File: config.mk
export PLATFORM = sky130hd
export DESIGN_NAME = w_update_tx_flat
export DESIGN_NICKNAME = d
export VERILOG_FILES = /design/src/rtl/w_update_tx_if.sv /design/src/rtl/w_update_tx.sv /design/src/flat_wrapper.sv
export SDC_FILE = /design/constraint.sdc
export NUM_CORES = 2
export LEC_CHECK = 0
export CAP_MARGIN = 10
export CORE_MARGIN = 2
export CORE_UTILIZATION = 41
export CTS_CLUSTER_SIZE = 25
export DETAILED_ROUTE_END_ITERATION = 12
export PLACE_DENSITY = 0.62
export SLEW_MARGIN = 20
export SYNTH_ARGS = -nofsm -noshare
export SYNTH_HDL_FRONTEND = slang
export SYNTH_SLANG_ARGS = --single-unit
File: constraint.sdc
create_clock -name clock -period 10.45 [get_ports clock]
set_clock_uncertainty 0.2 [all_clocks]
set_input_delay 2.09 -clock clock [delete_from_list [all_inputs] [get_ports clock]]
set_output_delay 2.09 -clock clock [all_outputs]
set_load 0.02 [all_outputs]
File: src/rtl/w_update_tx_if.sv
// Weight-update port bundle: adaptation-side weight input, refresh control and the FIR update strobe.
interface w_update_tx_if #(
  parameter int N    = 1008,
  parameter int WQ_W = 16
);
  localparam int IDX_W = $clog2(N);

  logic                    w_valid;
  logic                    w_ready;
  logic [IDX_W-1:0]        w_idx;
  logic signed [WQ_W-1:0]  w_data;
  logic                    refresh_req;
  logic                    busy;
  logic                    valid_update_out;
  logic [IDX_W-1:0]        update_idx;
  logic [1:0]              update_data;

  modport slave (
    input  w_valid, w_idx, w_data, refresh_req,
    output w_ready, busy, valid_update_out, update_idx, update_data
  );

  modport master (
    output w_valid, w_idx, w_data, refresh_req,
    input  w_ready, busy, valid_update_out, update_idx, update_data
  );
endinterface

File: src/rtl/w_update_tx.sv
// Weight-update transmitter: quantizes weights to {mag, sign}, keeps a shadow of sent codes and replays it on refresh.
// Optional W_UPD_SKIP_EN suppresses updates whose code already matches the shadow entry.
module w_update_tx #(
  parameter int N      = 1008,
  parameter int WQ_W   = 16,
  parameter int THRESH = 16
) (
  input  logic         clock,
  input  logic         reset,
  w_update_tx_if.slave bus
);
  localparam int IDX_W = $clog2(N);
  localparam logic [IDX_W:0]   N_EXT    = (IDX_W+1)'(N);
  localparam logic [IDX_W-1:0] LAST_IDX = IDX_W'(N - 1);

  typedef enum logic {S_IDLE, S_SWEEP} state_t;

  state_t                 r_state;
  state_t                 w_next;
  logic [IDX_W-1:0]       r_cnt;
  logic                   r_pending;
  logic                   r_ready;
  logic                   r_valid;
  logic [IDX_W-1:0]       r_idx;
  logic [1:0]             r_data;
  logic [1:0]             r_shadow [N];

  logic                   w_accept;
  logic                   w_in_range;
  logic                   w_emit;
  logic                   w_pending_next;
  logic                   w_ready_next;
  logic [IDX_W-1:0]       w_safe_idx;
  logic signed [WQ_W:0]   w_ext;
  logic signed [WQ_W:0]   w_thresh;
  logic                   w_mag;
  logic                   w_sign;
  logic [1:0]             w_code;
  logic [1:0]             w_shadow_cur;
  logic [1:0]             w_sweep_code;

  assign w_accept   = bus.w_valid && r_ready;
  assign w_in_range = {1'b0, bus.w_idx} < N_EXT;
  assign w_safe_idx = w_in_range ? bus.w_idx : '0;

  // One extra bit so negating the threshold and the most-negative weight cannot overflow.
  assign w_ext    = {bus.w_data[WQ_W-1], bus.w_data};
  assign w_thresh = (WQ_W+1)'(THRESH);
  assign w_sign   = bus.w_data[WQ_W-1];
  assign w_mag    = (w_ext >= w_thresh) || (w_ext <= -w_thresh);
  assign w_code   = {w_mag, w_sign};

  assign w_shadow_cur = r_shadow[w_safe_idx];
  assign w_sweep_code = r_shadow[r_cnt];

`ifdef W_UPD_SKIP_EN
  assign w_emit = w_accept && w_in_range && (w_code != w_shadow_cur);
`else
  assign w_emit = w_accept && w_in_range;
  logic w_unused;
  assign w_unused = ^w_shadow_cur;
`endif

  // A refresh that collides with an emitted weight waits one cycle so the weight goes out first.
  assign w_pending_next = (r_state == S_IDLE) && !r_pending && bus.refresh_req && w_emit;
  assign w_ready_next   = (w_next == S_IDLE) && !w_pending_next;
  assign bus.w_ready    = r_ready;

  always_ff @(posedge clock) begin
    if (!reset) begin
      r_state <= S_IDLE;
    end else begin
      r_state <= w_next;
    end
  end

  always_comb begin
    w_next               = r_state;
    bus.busy             = 1'b0;
    bus.valid_update_out = r_valid;
    bus.update_idx       = r_idx;
    bus.update_data      = r_data;
    case (r_state)
      S_IDLE: begin
        if (r_pending || (bus.refresh_req && !w_emit)) begin
          w_next = S_SWEEP;
        end
      end
      S_SWEEP: begin
        bus.busy             = 1'b1;
        bus.valid_update_out = 1'b1;
        bus.update_idx       = r_cnt;
        bus.update_data      = w_sweep_code;
        if (r_cnt == LAST_IDX) begin
          w_next = S_IDLE;
        end
      end
      default: w_next = S_IDLE;
    endcase
  end

  always_ff @(posedge clock) begin
    if (!reset) begin
      r_cnt     <= '0;
      r_pending <= 1'b0;
      r_ready   <= 1'b0;
      r_valid   <= 1'b0;
      r_idx     <= '0;
      r_data    <= 2'b00;
    end else begin
      r_pending <= w_pending_next;
      r_ready   <= w_ready_next;
      r_valid   <= w_emit;
      if (r_state == S_SWEEP) begin
        r_cnt  <= r_cnt + IDX_W'(1);
        r_idx  <= r_cnt;
        r_data <= w_sweep_code;
      end else begin
        r_cnt <= '0;
        if (w_emit) begin
          r_idx  <= bus.w_idx;
          r_data <= w_code;
        end
      end
    end
  end

  always_ff @(posedge clock) begin
    if (!reset) begin
      for (int i = 0; i < N; i++) begin
        r_shadow[i] <= 2'b00;
      end
    end else if (w_emit) begin
      r_shadow[w_safe_idx] <= w_code;
    end
  end
endmodule

File: src/flat_wrapper.sv
// flat-port wrapper written by rule: the top's interface ports become plain ports
module w_update_tx_flat 
#(
  parameter int N      = 1008,
  parameter int WQ_W   = 16,
  parameter int THRESH = 16
)
  (clock, reset, bus_w_valid, bus_w_idx, bus_w_data, bus_refresh_req, bus_w_ready, bus_busy, bus_valid_update_out, bus_update_idx, bus_update_data);
  w_update_tx_if #(.N(N), .WQ_W(WQ_W)) bus_i ();
  input  logic clock;
  input  logic reset;
  input wire logic [$bits(bus_i.w_valid)-1:0] bus_w_valid;
  input wire logic [$bits(bus_i.w_idx)-1:0] bus_w_idx;
  input wire logic [$bits(bus_i.w_data)-1:0] bus_w_data;
  input wire logic [$bits(bus_i.refresh_req)-1:0] bus_refresh_req;
  output wire logic [$bits(bus_i.w_ready)-1:0] bus_w_ready;
  output wire logic [$bits(bus_i.busy)-1:0] bus_busy;
  output wire logic [$bits(bus_i.valid_update_out)-1:0] bus_valid_update_out;
  output wire logic [$bits(bus_i.update_idx)-1:0] bus_update_idx;
  output wire logic [$bits(bus_i.update_data)-1:0] bus_update_data;
  assign bus_i.w_valid = bus_w_valid;
  assign bus_i.w_idx = bus_w_idx;
  assign bus_i.w_data = bus_w_data;
  assign bus_i.refresh_req = bus_refresh_req;
  assign bus_w_ready = bus_i.w_ready;
  assign bus_busy = bus_i.busy;
  assign bus_valid_update_out = bus_i.valid_update_out;
  assign bus_update_idx = bus_i.update_idx;
  assign bus_update_data = bus_i.update_data;
  w_update_tx #(.N(N), .WQ_W(WQ_W), .THRESH(THRESH)) u_core (.clock(clock), .reset(reset), .bus(bus_i));
endmodule
### After elaboration in Yosys (flattened, before gate mapping)

Memory sizes are Yosys's and may differ from the RTL's. A register that Yosys moved wholly into a read port is not among the register bits.
Index checks and enable logic that the tools add are counted.

* word-level logic and storage cells: 50
* bits in writable memories: 2016
* output and inout port bits: 15
* register bits: 26
* input bits: 30
* memories kept: 1

Memory list
* u_core.r_shadow: words 1008, bits a word 2, read ports 1, clocked after memory_dff 1, wr ports 1008, line w_update_tx.sv:26 `logic [1:0] r_shadow [N];`

* order comparisons: 3
* bitwise operators: 2
* multiplexer cells: 20
* eq/ne operators: 1
* reductions and logical operators: 15
* add/sub/neg operators: 1

Operators with widths (count)
* two-way mux 10 bit: 6
* greater-or-equal comparator 16 x 6 -> 1 bit (second input constant): 1
* less-or-equal comparator 16 x 5 -> 1 bit (second input constant): 1
* adder 10 x 1 -> 10 bit (second input constant): 1
* == test 10 bit (second input constant): 1
* less-than comparator 10 bit (second input constant): 1
* two-way mux 1 bit: 9
* two-way mux 2 bit: 4
* logical AND 1 bit: 7
* logical NOT 1 bit: 3
* logical OR 1 bit: 2
* inverter 1 bit: 2
* case mux 1 bit (2 select lines): 1
* AND reduction 2 bit: 1
* nonzero test 2 bit: 1
* OR reduction 2 bit: 1

### Longest topological paths before layout

* depth after elaboration: 9
* depth in mapped cells: 15
* mapped depth without buffers: 8

### Worst setup path after synthesis

OpenSTA, ideal clock, no wires.

* path type: reg2out
* start point: register u_core.r_cnt[0] (netlist name)
* end point: output bus_update_data[0]
* path buffers: 4
* path slack: 5.413 ns
* data required time: 8.160 ns
* cell stages (with the launch flop): 11
* arrival: 2.747 ns
* path through: dfxtp_1 buf_6 buf_6 buf_6 buf_4 mux4_2 mux4_2 a21oi_1 nand3_1 o32ai_1 a21oi_1

RTL lines
* to (decl): line flat_wrapper.sv:20 `output wire logic [$bits(bus_i.update_data)-1:0] bus_update_data;`

==> impl_summary.md <==
Setup path
The worst path required time is roughly 8.2 ns. Of all nets on the critical path, the largest fanout is 23. The path type of the worst setup path is flip-flop to output pin. The worst setup path is captured at an output pin.

The cell that appears most often on the critical path is buf_4. Across all register-to-register paths, the minimum setup slack is between 5 and 6 ns. The type of element launching the critical path is a flip-flop. The signal on the critical path passes through buf_4 -> nor2b_4 -> buf_4 -> a22o_1 -> o21ai_0 -> o2111ai_1 -> nor3_1 -> a2111oi_1 -> o211ai_1 -> a21oi_1 -> clkdlybuf4s50_1. For the worst flop-to-flop path, the logic depth is 10. The reg-to-reg startpoint is u_core.r_cnt[2].

The largest single stage delay on the critical path is 1.13 ns. The total stage count of the critical path is 11. The critical register-to-register path endpoint is u_core.r_data[0].

The gate family responsible for the most delay along the worst path is compound AO/OA/AOI/OAI gates. The critical path buffer and inverter count is 3. For this design, the slowest cell found on the critical path is a2111oi_1. The signal arrival time at the worst endpoint is between 6 and 7 ns.

Clocking
Counting the buffers created by CTS gives 201. The clock-pin slew on the worst setup and hold paths is ~0.060 ns. The number of hold buffers added after CTS was 0.

For this design, the sink count on the clock tree is 2074. The clock passes through at most 3 buffers. The CTS tree is yes.

The insertion delay to the later sink of the worst-skew pair is between 0.8 and 0.9 ns. The H-tree level count is 4. The number of gates resized after CTS was 0.

The tree is rooted in a clkbuf_16. The number of buffers inserted to repair setup after CTS is 0.

Global routing
The pin count of the biggest net entering global routing is about 140. The total global-route track usage is 26.42%. The number of global-route vias before repair came to 63744. The wire length of the first global-routing pass is 453600 microns. The met2 usage is 40.62%.

The remaining global-route overflow is 0. In the global route stage, met1 resource usage came out at approximately 34%. The global routing stage identified its most utilized layer as met2. The initial antenna violation count is 20. For met3 alone, demand over resource in global routing was 7.122%.

Logic synthesis
The synthesized netlist contains 79 unique library cells. For this run, asynchronously set or reset flops after synthesis account for 0%. The count of synthesis-stage warnings from yosys is 0.

Synthesis inferred 2074 register bits. Synthesis produced 7600 cells. The count of flip-flops with a built-in enable after synthesis is 2048. Of the synthesized area, sequential elements account for 64.32%. The area share of the largest cell type after synthesis is between 60 and 70%. The average cell area after synthesis is 12.69 sq um. The commonest register cell after synthesis is edfxtp_1.

By area the synthesized netlist is led by edfxtp_1, mux4_2, nor2_1. The summed instance area of the synthesized netlist is 96420 sq um. Summed over all instances, the cell type with the most area after synthesis is edfxtp_1.

Route
For this block, the initial DRC count from the detailed router was between 10000 and 15000. In the routed design, unresolved DRC markers number 0. Once detail routing completed, the nets flagged for antenna violations numbered 0. The final wirelength is 320400 microns.

After detailed routing, the average wire length per cell comes to slightly above 30 microns. For this block, the via count after detailed routing is 66371. Dividing the detail-routed via count by the number of cells gives 6.297.

Before antenna repair, the detailed router went through 9 iterations.

Timing
Hold timing on the final database bottoms out at a slack of 0.2845 ns. The timing-limited maximum frequency is 0.1087 GHz. The worst path in the final design needs a cycle of 9.200 ns, including I/O delays and setup. The final hold violation count was 0. The aggregate negative setup slack is 0 ns.

Dividing the final minimum period by the clock period gives 88.04%. Setup violations remaining at the end of the flow were counted as 0. The slew of the pin with the lowest slew margin is 1.364 ns. Across all setup checks in the final design, the least slack found is 1.250 ns. Setup repair after global routing left no endpoint under its margin. The worst max-slew margin expressed relative to the limit is between 8 and 9%. The number of pins exceeding their max-slew limit in the final report is 0.

Cells and area
The net count of the finished layout is 7241. The area used by sequential logic in the layout is around 62000 sq um. The filler cell count is 20812. Summing all multi-input logic gate instances after layout gives 30900 sq um. Of the cells placed in the final design, the portion with a size suffix greater than 1 is 14.05%. The area added between synthesis and finish is 9.006%. Cells fill 44.82% of the core in the end.

Power and ir drop
The worst supply voltage drop on vdd is between 0.0001 and 0.00015 V. The post-layout total power is 17.38 mW. The leakage dissipation is 31.69 nW.

The power density over the cells is roughly 170 nW/um^2.

Min path
The worst min-delay path startpoint is u_core.r_pending. The worst min-delay path endpoint is u_core.r_pending. The tightest min-delay check is of the flip-flop to flip-flop type.

The worst hold path depth is 1.

Floorplan
The count of boundary I/O pins is 45. The number of placement rows is 178. In this run the horizontal extent of the chip is 489.0 microns. After floorplanning, the core was sized to cover 234500 sq um.

Once the floorplan was initialized, standard cells occupied about two fifths of the core. The floorplan step defined a die boundary enclosing about 240000 sq um. From bottom edge to top edge, the die measures 489.0 microns.

Placement
Buffers placed on the I/O ports in this run total 44. The weighted congestion at the end of routability-driven global placement is 0.9592. Detailed placement ended at an HPWL of about 190000 microns. The pre-CTS worst setup slack is 2.667 ns.

Run
Across the run, the number of max-cap violations was 0.

Status
The flow ran to the end, and the final reports show no timing, DRC or antenna violations.
-- layer usage --
metal	routed length, microns	up-vias
met5	201	-
met3	41390	986
met4	20250	16
li1	-	27101
met2	145400	4852
met1	113200	33416
-- layout make-up --
cell class	instances	share of cell area [%]
clock inverter	96	0.5964
multi-input combinational	4662	29.40
timing repair buffer	252	2.024
clock buffer	271	5.096
sequential	2074	59.02
antenna	16	0.03809
inverter	19	0.07261
tap	3150	3.750
-- registers in the layout (all words and copies together) (netlist names) --
register            cells
u_core.r_shadow      2048
u_core.r_cnt           10
u_core.r_idx           10
u_core.r_data           2
u_core.bus.w_ready      1
u_core.r_pending        1
u_core.r_state          1
u_core.r_valid          1
-- cell usage after synthesis, types with 7 or more instances --
cell type and count:
a211oi_1 11, a21oi_1 55, a221oi_1 22, a22o_1 10, a22oi_1 85, a31oi_1 11
and2_1 20, and3_1 11, buf_1 18, buf_2 73, buf_4 16, buf_6 32
buf_8 16, clkbuf_1 716, dfxtp_1 26, edfxtp_1 2048, inv_1 16, mux2_2 9
mux2i_1 221, mux4_2 455, nand2_1 211, nand2b_1 25, nand3_1 88, nand4_1 12
nor2_1 2103, nor2b_1 20, nor3_1 30, nor4_1 13, o211ai_1 10, o21ai_0 1058
o21ai_1 14, o221ai_1 23, o22ai_1 17, o32ai_1 7
-- stage by stage --
step                      area (sq um)  std cells
final                           105100      10540
after global routing            105100      10529
after CTS                       105000      10523
after detailed placement         99010      10156
after global placement           98990      10156
after floorplan                  96540       7631
-- power by group --
| group | leakage (nW) | switching, mW | total [mW] | internal [mW] |
|---|---|---|---|---|
| clock | 2.90 | 3.19 | 6.90 | 3.71 |
| combinational | 7.86 | 0.620 | 0.961 | 0.341 |
| sequential | 20.9 | 0.104 | 9.52 | 9.42 |
-- layout by cell type, fill, tap and decap left out, types with 45 or more instances in the layout --
cell       synthesis  final
nand2_1          211    163
a22oi_1           85     85
a21oi_1           55     53
clkbuf_16          0    204
o21ai_0         1058   1057
clkbuf_1         716     67
mux4_2           455    455
nor2_1          2103   2100
edfxtp_1        2048   2048
nand3_1           88     64
buf_4             16    197
clkinv_1           0     45
mux2i_1          221    221
-- kinds of logic after synthesis --
kind of cell	count (synthesis)	synth area share, %
multiplexers	685	13.03
buffers and inverters	895	4.161
AO/OA/AOI/OAI	1369	7.860
XOR/XNOR	7	0.06358
adder cells (fa/ha/maj)	1	0.01297
flip-flops	2074	64.32
other	1	0.003889
AND/OR/NAND/NOR	2568	10.55
-- worst max-delay path by stage --
stage	start	to	slack (ns)
finish	u_core.r_cnt[2]	bus_update_data[0]	1.25
global route	u_core.r_cnt[2]	bus_update_data[0]	1.57
CTS	u_core.r_cnt[2]	bus_update_data[0]	1.76
detailed placement	u_core.r_cnt[2]	bus_update_data[0]	2.67
global placement	u_core.r_cnt[2]	bus_update_data[0]	1.94
floorplan	u_core.r_cnt[0]	bus_update_data[0]	5.41
Power figures use the tool's default switching activity.
